--- src/rtl/pipeline_stall_ctrl_pkg.sv ---
// Shared lc3b pipeline types: data-memory access FSM states and counter width.
package lc3b_types_pkg;

    typedef enum logic [1:0] {
        D_ACC1 = 2'd0,
        D_ACC2 = 2'd1,
        D_DONE = 2'd2
    } dmem_state_e;

    localparam int unsigned STALL_W = 16;

endpackage

--- src/rtl/pipeline_stall_ctrl_if.sv ---
// Handshake bundle between the pipeline datapath (master) and the stall controller (slave).
interface pipeline_stall_ctrl_if;
    import lc3b_types_pkg::*;

    logic               imem_resp;
    logic               mem_valid;
    logic               mem_dmem_op;
    logic               mem_indirect;
    logic               dmem_resp;
    logic               load_use;
    logic               br_taken;

    logic               imem_read;
    logic               dmem_req;
    logic               dmem_phase;
    logic               load_pc;
    logic               load_if_id;
    logic               load_id_ex;
    logic               load_ex_mem;
    logic               load_mem_wb;
    logic               flush_if_id;
    logic               flush_id_ex;
    logic               flush_ex_mem;
    logic [STALL_W-1:0] stall_count;

    modport master (
        output imem_resp, mem_valid, mem_dmem_op, mem_indirect, dmem_resp, load_use, br_taken,
        input  imem_read, dmem_req, dmem_phase, load_pc, load_if_id, load_id_ex, load_ex_mem,
               load_mem_wb, flush_if_id, flush_id_ex, flush_ex_mem, stall_count
    );

    modport slave (
        input  imem_resp, mem_valid, mem_dmem_op, mem_indirect, dmem_resp, load_use, br_taken,
        output imem_read, dmem_req, dmem_phase, load_pc, load_if_id, load_id_ex, load_ex_mem,
               load_mem_wb, flush_if_id, flush_id_ex, flush_ex_mem, stall_count
    );

endinterface

--- src/rtl/pipeline_stall_ctrl_sat_counter.sv ---
// Up-counter that sticks at all-ones instead of wrapping.
module sat_counter #(
    parameter int unsigned WIDTH = 16
) (
    input  logic             clk,
    input  logic             rst_n,
    input  logic             inc_i,
    output logic [WIDTH-1:0] count_o
);

    logic [WIDTH-1:0] count_q;
    logic [WIDTH-1:0] count_d;

    assign count_d = (inc_i && (count_q != '1)) ? count_q + WIDTH'(1) : count_q;

    // NOTE: state registers use non-blocking assignment so every flop samples pre-edge values.
    always_ff @(posedge clk or negedge rst_n) begin
        if (!rst_n) begin
            count_q <= '0;
        end else begin
            count_q <= count_d;
        end
    end

    assign count_o = count_q;

endmodule

--- src/rtl/pipeline_stall_ctrl.sv ---
// Stall/flush controller: waits for fetch and (possibly two-step) data access, then advances.
module pipeline_stall_ctrl
    import lc3b_types_pkg::*;
(
    input  logic                 clk,
    input  logic                 rst_n,
    pipeline_stall_ctrl_if.slave bus
);

    dmem_state_e state_q, state_d;
    logic        imem_done_q, imem_done_d;
    logic        need_dmem;
    logic        mem_ready;
    logic        if_ready;
    logic        advance;
    logic        hold_front;

    assign need_dmem = bus.mem_valid & bus.mem_dmem_op;
    assign mem_ready = ~need_dmem
                     | (state_q == D_DONE)
                     | ((state_q == D_ACC2) & bus.dmem_resp)
                     | ((state_q == D_ACC1) & bus.dmem_resp & ~bus.mem_indirect);
    assign if_ready  = bus.imem_resp | imem_done_q;
    // Reset gates advance so every load/flush enable is quiet while rst_n is low.
    assign advance   = rst_n & if_ready & mem_ready;

    // NOTE: combinational blocks assign a default first so no path can infer a latch.
    always_comb begin
        state_d = state_q;
        case (state_q)
            D_ACC1:  if (bus.dmem_resp) state_d = bus.mem_indirect ? D_ACC2 : D_DONE;
            D_ACC2:  if (bus.dmem_resp) state_d = D_DONE;
            D_DONE:  state_d = D_DONE;
            default: state_d = D_ACC1;
        endcase
        if (advance) state_d = D_ACC1;
    end

    assign imem_done_d = advance ? 1'b0 : (imem_done_q | bus.imem_resp);

    always_ff @(posedge clk or negedge rst_n) begin
        if (!rst_n) begin
            state_q     <= D_ACC1;
            imem_done_q <= 1'b0;
        end else begin
            state_q     <= state_d;
            imem_done_q <= imem_done_d;
        end
    end

    // A taken branch overrides a load-use hold: the PC must move to the target.
    assign hold_front = bus.load_use & ~bus.br_taken;

    assign bus.imem_read    = rst_n & ~imem_done_q;
    assign bus.dmem_req     = rst_n & need_dmem & (state_q != D_DONE);
    assign bus.dmem_phase   = rst_n & (state_q == D_ACC2);
    assign bus.load_pc      = advance & ~hold_front;
    assign bus.load_if_id   = advance & ~hold_front;
    assign bus.load_id_ex   = advance;
    assign bus.load_ex_mem  = advance;
    assign bus.load_mem_wb  = advance;
    assign bus.flush_if_id  = advance & bus.br_taken;
    assign bus.flush_id_ex  = advance & (bus.load_use | bus.br_taken);
    assign bus.flush_ex_mem = advance & bus.br_taken;

    sat_counter #(
        .WIDTH (STALL_W)
    ) u_stall_cnt (
        .clk     (clk),
        .rst_n   (rst_n),
        .inc_i   (~advance),
        .count_o (bus.stall_count)
    );

endmodule

--- src/flat_wrapper.sv ---
// flat-port wrapper written by rule: the top's interface ports become plain ports
module pipeline_stall_ctrl_flat import lc3b_types_pkg::*;
  (clk, rst_n, bus_imem_resp, bus_mem_valid, bus_mem_dmem_op, bus_mem_indirect, bus_dmem_resp, bus_load_use, bus_br_taken, bus_imem_read, bus_dmem_req, bus_dmem_phase, bus_load_pc, bus_load_if_id, bus_load_id_ex, bus_load_ex_mem, bus_load_mem_wb, bus_flush_if_id, bus_flush_id_ex, bus_flush_ex_mem, bus_stall_count);
  pipeline_stall_ctrl_if bus_i ();
  input  logic clk;
  input  logic rst_n;
  input wire logic [$bits(bus_i.imem_resp)-1:0] bus_imem_resp;
  input wire logic [$bits(bus_i.mem_valid)-1:0] bus_mem_valid;
  input wire logic [$bits(bus_i.mem_dmem_op)-1:0] bus_mem_dmem_op;
  input wire logic [$bits(bus_i.mem_indirect)-1:0] bus_mem_indirect;
  input wire logic [$bits(bus_i.dmem_resp)-1:0] bus_dmem_resp;
  input wire logic [$bits(bus_i.load_use)-1:0] bus_load_use;
  input wire logic [$bits(bus_i.br_taken)-1:0] bus_br_taken;
  output wire logic [$bits(bus_i.imem_read)-1:0] bus_imem_read;
  output wire logic [$bits(bus_i.dmem_req)-1:0] bus_dmem_req;
  output wire logic [$bits(bus_i.dmem_phase)-1:0] bus_dmem_phase;
  output wire logic [$bits(bus_i.load_pc)-1:0] bus_load_pc;
  output wire logic [$bits(bus_i.load_if_id)-1:0] bus_load_if_id;
  output wire logic [$bits(bus_i.load_id_ex)-1:0] bus_load_id_ex;
  output wire logic [$bits(bus_i.load_ex_mem)-1:0] bus_load_ex_mem;
  output wire logic [$bits(bus_i.load_mem_wb)-1:0] bus_load_mem_wb;
  output wire logic [$bits(bus_i.flush_if_id)-1:0] bus_flush_if_id;
  output wire logic [$bits(bus_i.flush_id_ex)-1:0] bus_flush_id_ex;
  output wire logic [$bits(bus_i.flush_ex_mem)-1:0] bus_flush_ex_mem;
  output wire logic [$bits(bus_i.stall_count)-1:0] bus_stall_count;
  assign bus_i.imem_resp = bus_imem_resp;
  assign bus_i.mem_valid = bus_mem_valid;
  assign bus_i.mem_dmem_op = bus_mem_dmem_op;
  assign bus_i.mem_indirect = bus_mem_indirect;
  assign bus_i.dmem_resp = bus_dmem_resp;
  assign bus_i.load_use = bus_load_use;
  assign bus_i.br_taken = bus_br_taken;
  assign bus_imem_read = bus_i.imem_read;
  assign bus_dmem_req = bus_i.dmem_req;
  assign bus_dmem_phase = bus_i.dmem_phase;
  assign bus_load_pc = bus_i.load_pc;
  assign bus_load_if_id = bus_i.load_if_id;
  assign bus_load_id_ex = bus_i.load_id_ex;
  assign bus_load_ex_mem = bus_i.load_ex_mem;
  assign bus_load_mem_wb = bus_i.load_mem_wb;
  assign bus_flush_if_id = bus_i.flush_if_id;
  assign bus_flush_id_ex = bus_i.flush_id_ex;
  assign bus_flush_ex_mem = bus_i.flush_ex_mem;
  assign bus_stall_count = bus_i.stall_count;
  pipeline_stall_ctrl u_core (.clk(clk), .rst_n(rst_n), .bus(bus_i));
endmodule
--- config.mk ---
export PLATFORM = sky130hd
export DESIGN_NAME = pipeline_stall_ctrl_flat
export DESIGN_NICKNAME = d
export VERILOG_FILES = /design/src/rtl/pipeline_stall_ctrl_pkg.sv /design/src/rtl/pipeline_stall_ctrl_if.sv /design/src/rtl/pipeline_stall_ctrl_sat_counter.sv /design/src/rtl/pipeline_stall_ctrl.sv /design/src/flat_wrapper.sv
export SDC_FILE = /design/constraint.sdc
export NUM_CORES = 1
export LEC_CHECK = 0
export ABC_AREA = 1
export CELL_PAD_IN_SITES_DETAIL_PLACEMENT = 1
export CELL_PAD_IN_SITES_GLOBAL_PLACEMENT = 1
export CORE_UTILIZATION = 35
export CTS_CLUSTER_DIAMETER = 150
export DETAILED_ROUTE_END_ITERATION = 6
export GPL_TIMING_DRIVEN = 0
export PLACE_DENSITY = 0.94
export SLEW_MARGIN = 25
export SYNTH_ARGS = -nofsm -noshare
export SYNTH_HDL_FRONTEND = slang
export SYNTH_SLANG_ARGS = --single-unit
--- constraint.sdc ---
create_clock -name clk -period 4.45 [get_ports clk]
set_input_delay 0.6675 -clock clk [delete_from_list [all_inputs] [get_ports clk]]
set_output_delay 0.6675 -clock clk [all_outputs]
set_load 0.01 [all_outputs]
==> results.md <==
* Top area cells in the synthesized netlist: dfrtp_1 (37%), nand2_1 (23%), inv_1 (6.4%), nor2_1 (6.1%), ha_1 (4.8%)
* GP Congestion at 0.7786
* Mapped Cells at 190
* DR vias at 1315
* Buffers & Inverters on Critical Path at 4
* Hold Fails Final Rpt at 0
* Die W at 62.89 microns
* Period Utilization, post-route at 69.08%
* Setup Skew at 0.003448 ns
* Cell taking the most area after synthesis: dfrtp_1
* Avg Inst Size Synth at roughly 7 sq um
* CP Launch Type: primary input
* Final WL at between 3 and 4 mm
* Antenna Cells at 0
* Vias per cell at ~4.8
* Clock latency on the worst-skew pair at 0.26 ns
* Max_cap viols at 0
* Die footprint at between 3000 and 4000 sq um
* Flops & latches, synth at 19
* Time the worst path needs with I/O delays and setup at 3.074 ns
* Grt ovf at 0
* Outcome: finished, final reports clean
* Syn Nets at 204
* Crit Path Max Fanout at 21
* Number of hold buffers added after cts at 0
* Drt wl/cell at 12.31 microns
* Final antenna-violating net count at 0
* Worst-path clk slew at approximately 0.070 ns
* Nets at between 200 and 250
* DPL Wire Length at about 2.6 mm
* First-pass GRT wire length at 5.747 mm
* Clk buf depth at 2
* Setup Total Neg Slack at 0 ns
* Clk sink count at 19
* CTS buffer count at 3
* Clock Tree Root: clkbuf_8
* Distinct cells, synth at 24
* Row count at 21
* Top-area cell type share of the netlist area at 36.64%
* Drt initial violations at 34
* CP Data Required Time at 3.78 ns
* Drc violations at 0
* RSZ-0062 raised after global routing: false
* Total power at 0.0006715 W
* Worst path top cell family by delay: buffers and inverters
* Setup crit end kind: primary output
* Hold WS at 0.3580 ns
* Synth warn at 0
* Max IR drop VDD at between 0.2 and 0.25 mV
* Vias in the first global route at 1312
* Largest net degree at the start of global routing at 22
* CP Data Arrival Time at 2.41 ns
* Pleak at 0.8544 nW
* Floorplan core area at 3442 sq um
* Max stage delay on crit path at approximately 0.51 ns
* Initial core utilization at 37.70%
* I/O Pins at 36
* Total track usage at 18.53%
* Relative slew slack at about two thirds
* CTS tree: done
* I/O Buffers at 35
* Post-cts resize count at 0
* Fmax achieved at 325.3 MHz
* Power Dens Cells at between 300 and 400 nW/um^2
* Setup Buffers After CTS at 0
* Most used cell along the critical path: a21oi_1
* Worst-margin pin slew at 0.4827 ns
* Worst Setup Path Type: in2out
* H-tree depth at 1
* Cell Chain, Critical Path: buf_2, inv_1, a21oi_1, nand2_2, a21oi_1, buf_4, clkdlybuf4s50_1
* Layout cell share with drive strength beyond 1 at 8.297%
* Final setup viols at 0
* Slew Viols, Final at 0
* Hold Crit Class: in2async
* Cell area after synthesis at 1297 sq um
* Initial antenna violation count at 0
* Sequential fraction of the synthesis area at about 37%
* DR pass1 iterations at 4
* Die Y at 62.89 microns
* Highest-delay cell along the critical path: clkdlybuf4s50_1
* Area grow syn2layout at 34.52%
==> where the power goes <==
part / internal (W) / switching, W
Sequential: 0.000209 / 0.0000489
Combinational: 0.000148 / 0.000143
Clock: 0.0000638 / 0.0000593
==> routing by layer <==
layer	track usage [%]	vias up	part of all wire, %
li1	-	655	-
met1	22.34	610	46
met2	31.18	41	47
met3	3.467	9	4.8
met4	9.302	0	2.2
met5	0	-	0
==> flip-flops by register name, summed over array words and instances (netlist names) <==
signal	flops
u_core.state_q	2
u_core.u_stall_cnt.count_o	16
u_core.imem_done_q	1
==> area by class of cell <==
type / instances / area [sq um]
well taps: 46 / 57.56
repair buffers: 35 / 345.3
inverters: 24 / 92.59
clock buffers: 4 / 45.04
multi-input cells: 141 / 674.4
plain buffers: 6 / 55.05
flip-flops and latches: 19 / 475.5
fillers: 447 / 1697
==> through the flow <==
step | cell area, sq um | utilization [%] | worst slack, ns | instances
after floorplan | 1297 | - | 2.355 | 190
after global placement | 1705 | 49.55 | 0.5556 | 271
after detailed placement | 1705 | 49.55 | 0.5191 | 271
after CTS | 1750 | 50.85 | 0.5170 | 275
after global routing | 1745 | 50.71 | 1.155 | 275
final | 1745 | 50.71 | 1.376 | 275
==> kinds of logic after synthesis <==
logic type | Yosys count | synth area share [%]
compound gates | 13 | 5.304
xor+xnor | 7 | 4.725
fa+ha+maj | 5 | 4.822
buf+inv | 30 | 11.38
flops | 19 | 36.64
simple gates | 116 | 37.13
==> synth_stat cells <==
cell,instances
clkbuf_8,1
inv_4,1
nand4_1,4
xor2_1,1
dfrtp_1,19
buf_6,1
o21bai_1,1
o21ai_0,7
nand2_1,78
nand2_2,4
inv_2,1
nand3b_1,1
a21oi_1,4
buf_4,4
o22ai_1,1
nand2_4,1
nor3_1,1
nor2_2,1
inv_1,22
nor2_1,21
ha_1,5
nand3_2,1
nand3_1,4
xnor2_1,6
==> worst reg2reg max path: cells and delay by family, from the launching register on <==
| kind | cells | cell delay (ns) |
|---|---|---|
| adders and majority gates | 1 | 0.22 |
| DFF | 1 | 0.41 |
| buffers and inverters | 3 | 0.31 |
| and+or+nand+nor | 6 | 0.65 |
==> worst paths after layout <==
check	startpoint	end	slack [ns]	cells after the start
min in group clk	u_core.imem_done_q	u_core.imem_done_q	0.55	2
worst min-delay path	rst_n	u_core.state_q[0]	0.36	1
max in group asynchronous	rst_n	u_core.u_stall_cnt.count_o[15]	3.76	1
worst max-delay path	rst_n	bus_load_pc	1.38	7
worst min register to register	u_core.imem_done_q	u_core.imem_done_q	0.55	2
worst max register to register	u_core.state_q[1]	u_core.u_stall_cnt.count_o[10]	2.74	10
==> cell usage in the layout (no fill, tap or decap) <==
| cell type | n |
|---|---|
| buf_6 | 1 |
| clkbuf_8 | 4 |
| xor2_1 | 1 |
| inv_1 | 22 |
| nor2_2 | 1 |
| nor2_1 | 21 |
| nand3b_1 | 1 |
| nand3_2 | 1 |
| nand2_4 | 1 |
| o22ai_1 | 1 |
| clkbuf_1 | 1 |
| a21oi_1 | 4 |
| nand2_1 | 78 |
| ha_1 | 5 |
| inv_4 | 1 |
| o21ai_0 | 7 |
| nand2_2 | 4 |
| xnor2_1 | 6 |
| dfrtp_1 | 19 |
| buf_4 | 4 |
| o21bai_1 | 1 |
| nand3_1 | 4 |
| clkdlybuf4s50_1 | 34 |
| buf_2 | 1 |
| nand4_1 | 4 |
| nor3_1 | 1 |
| inv_2 | 1 |
Power figures use the tool's default switching activity.
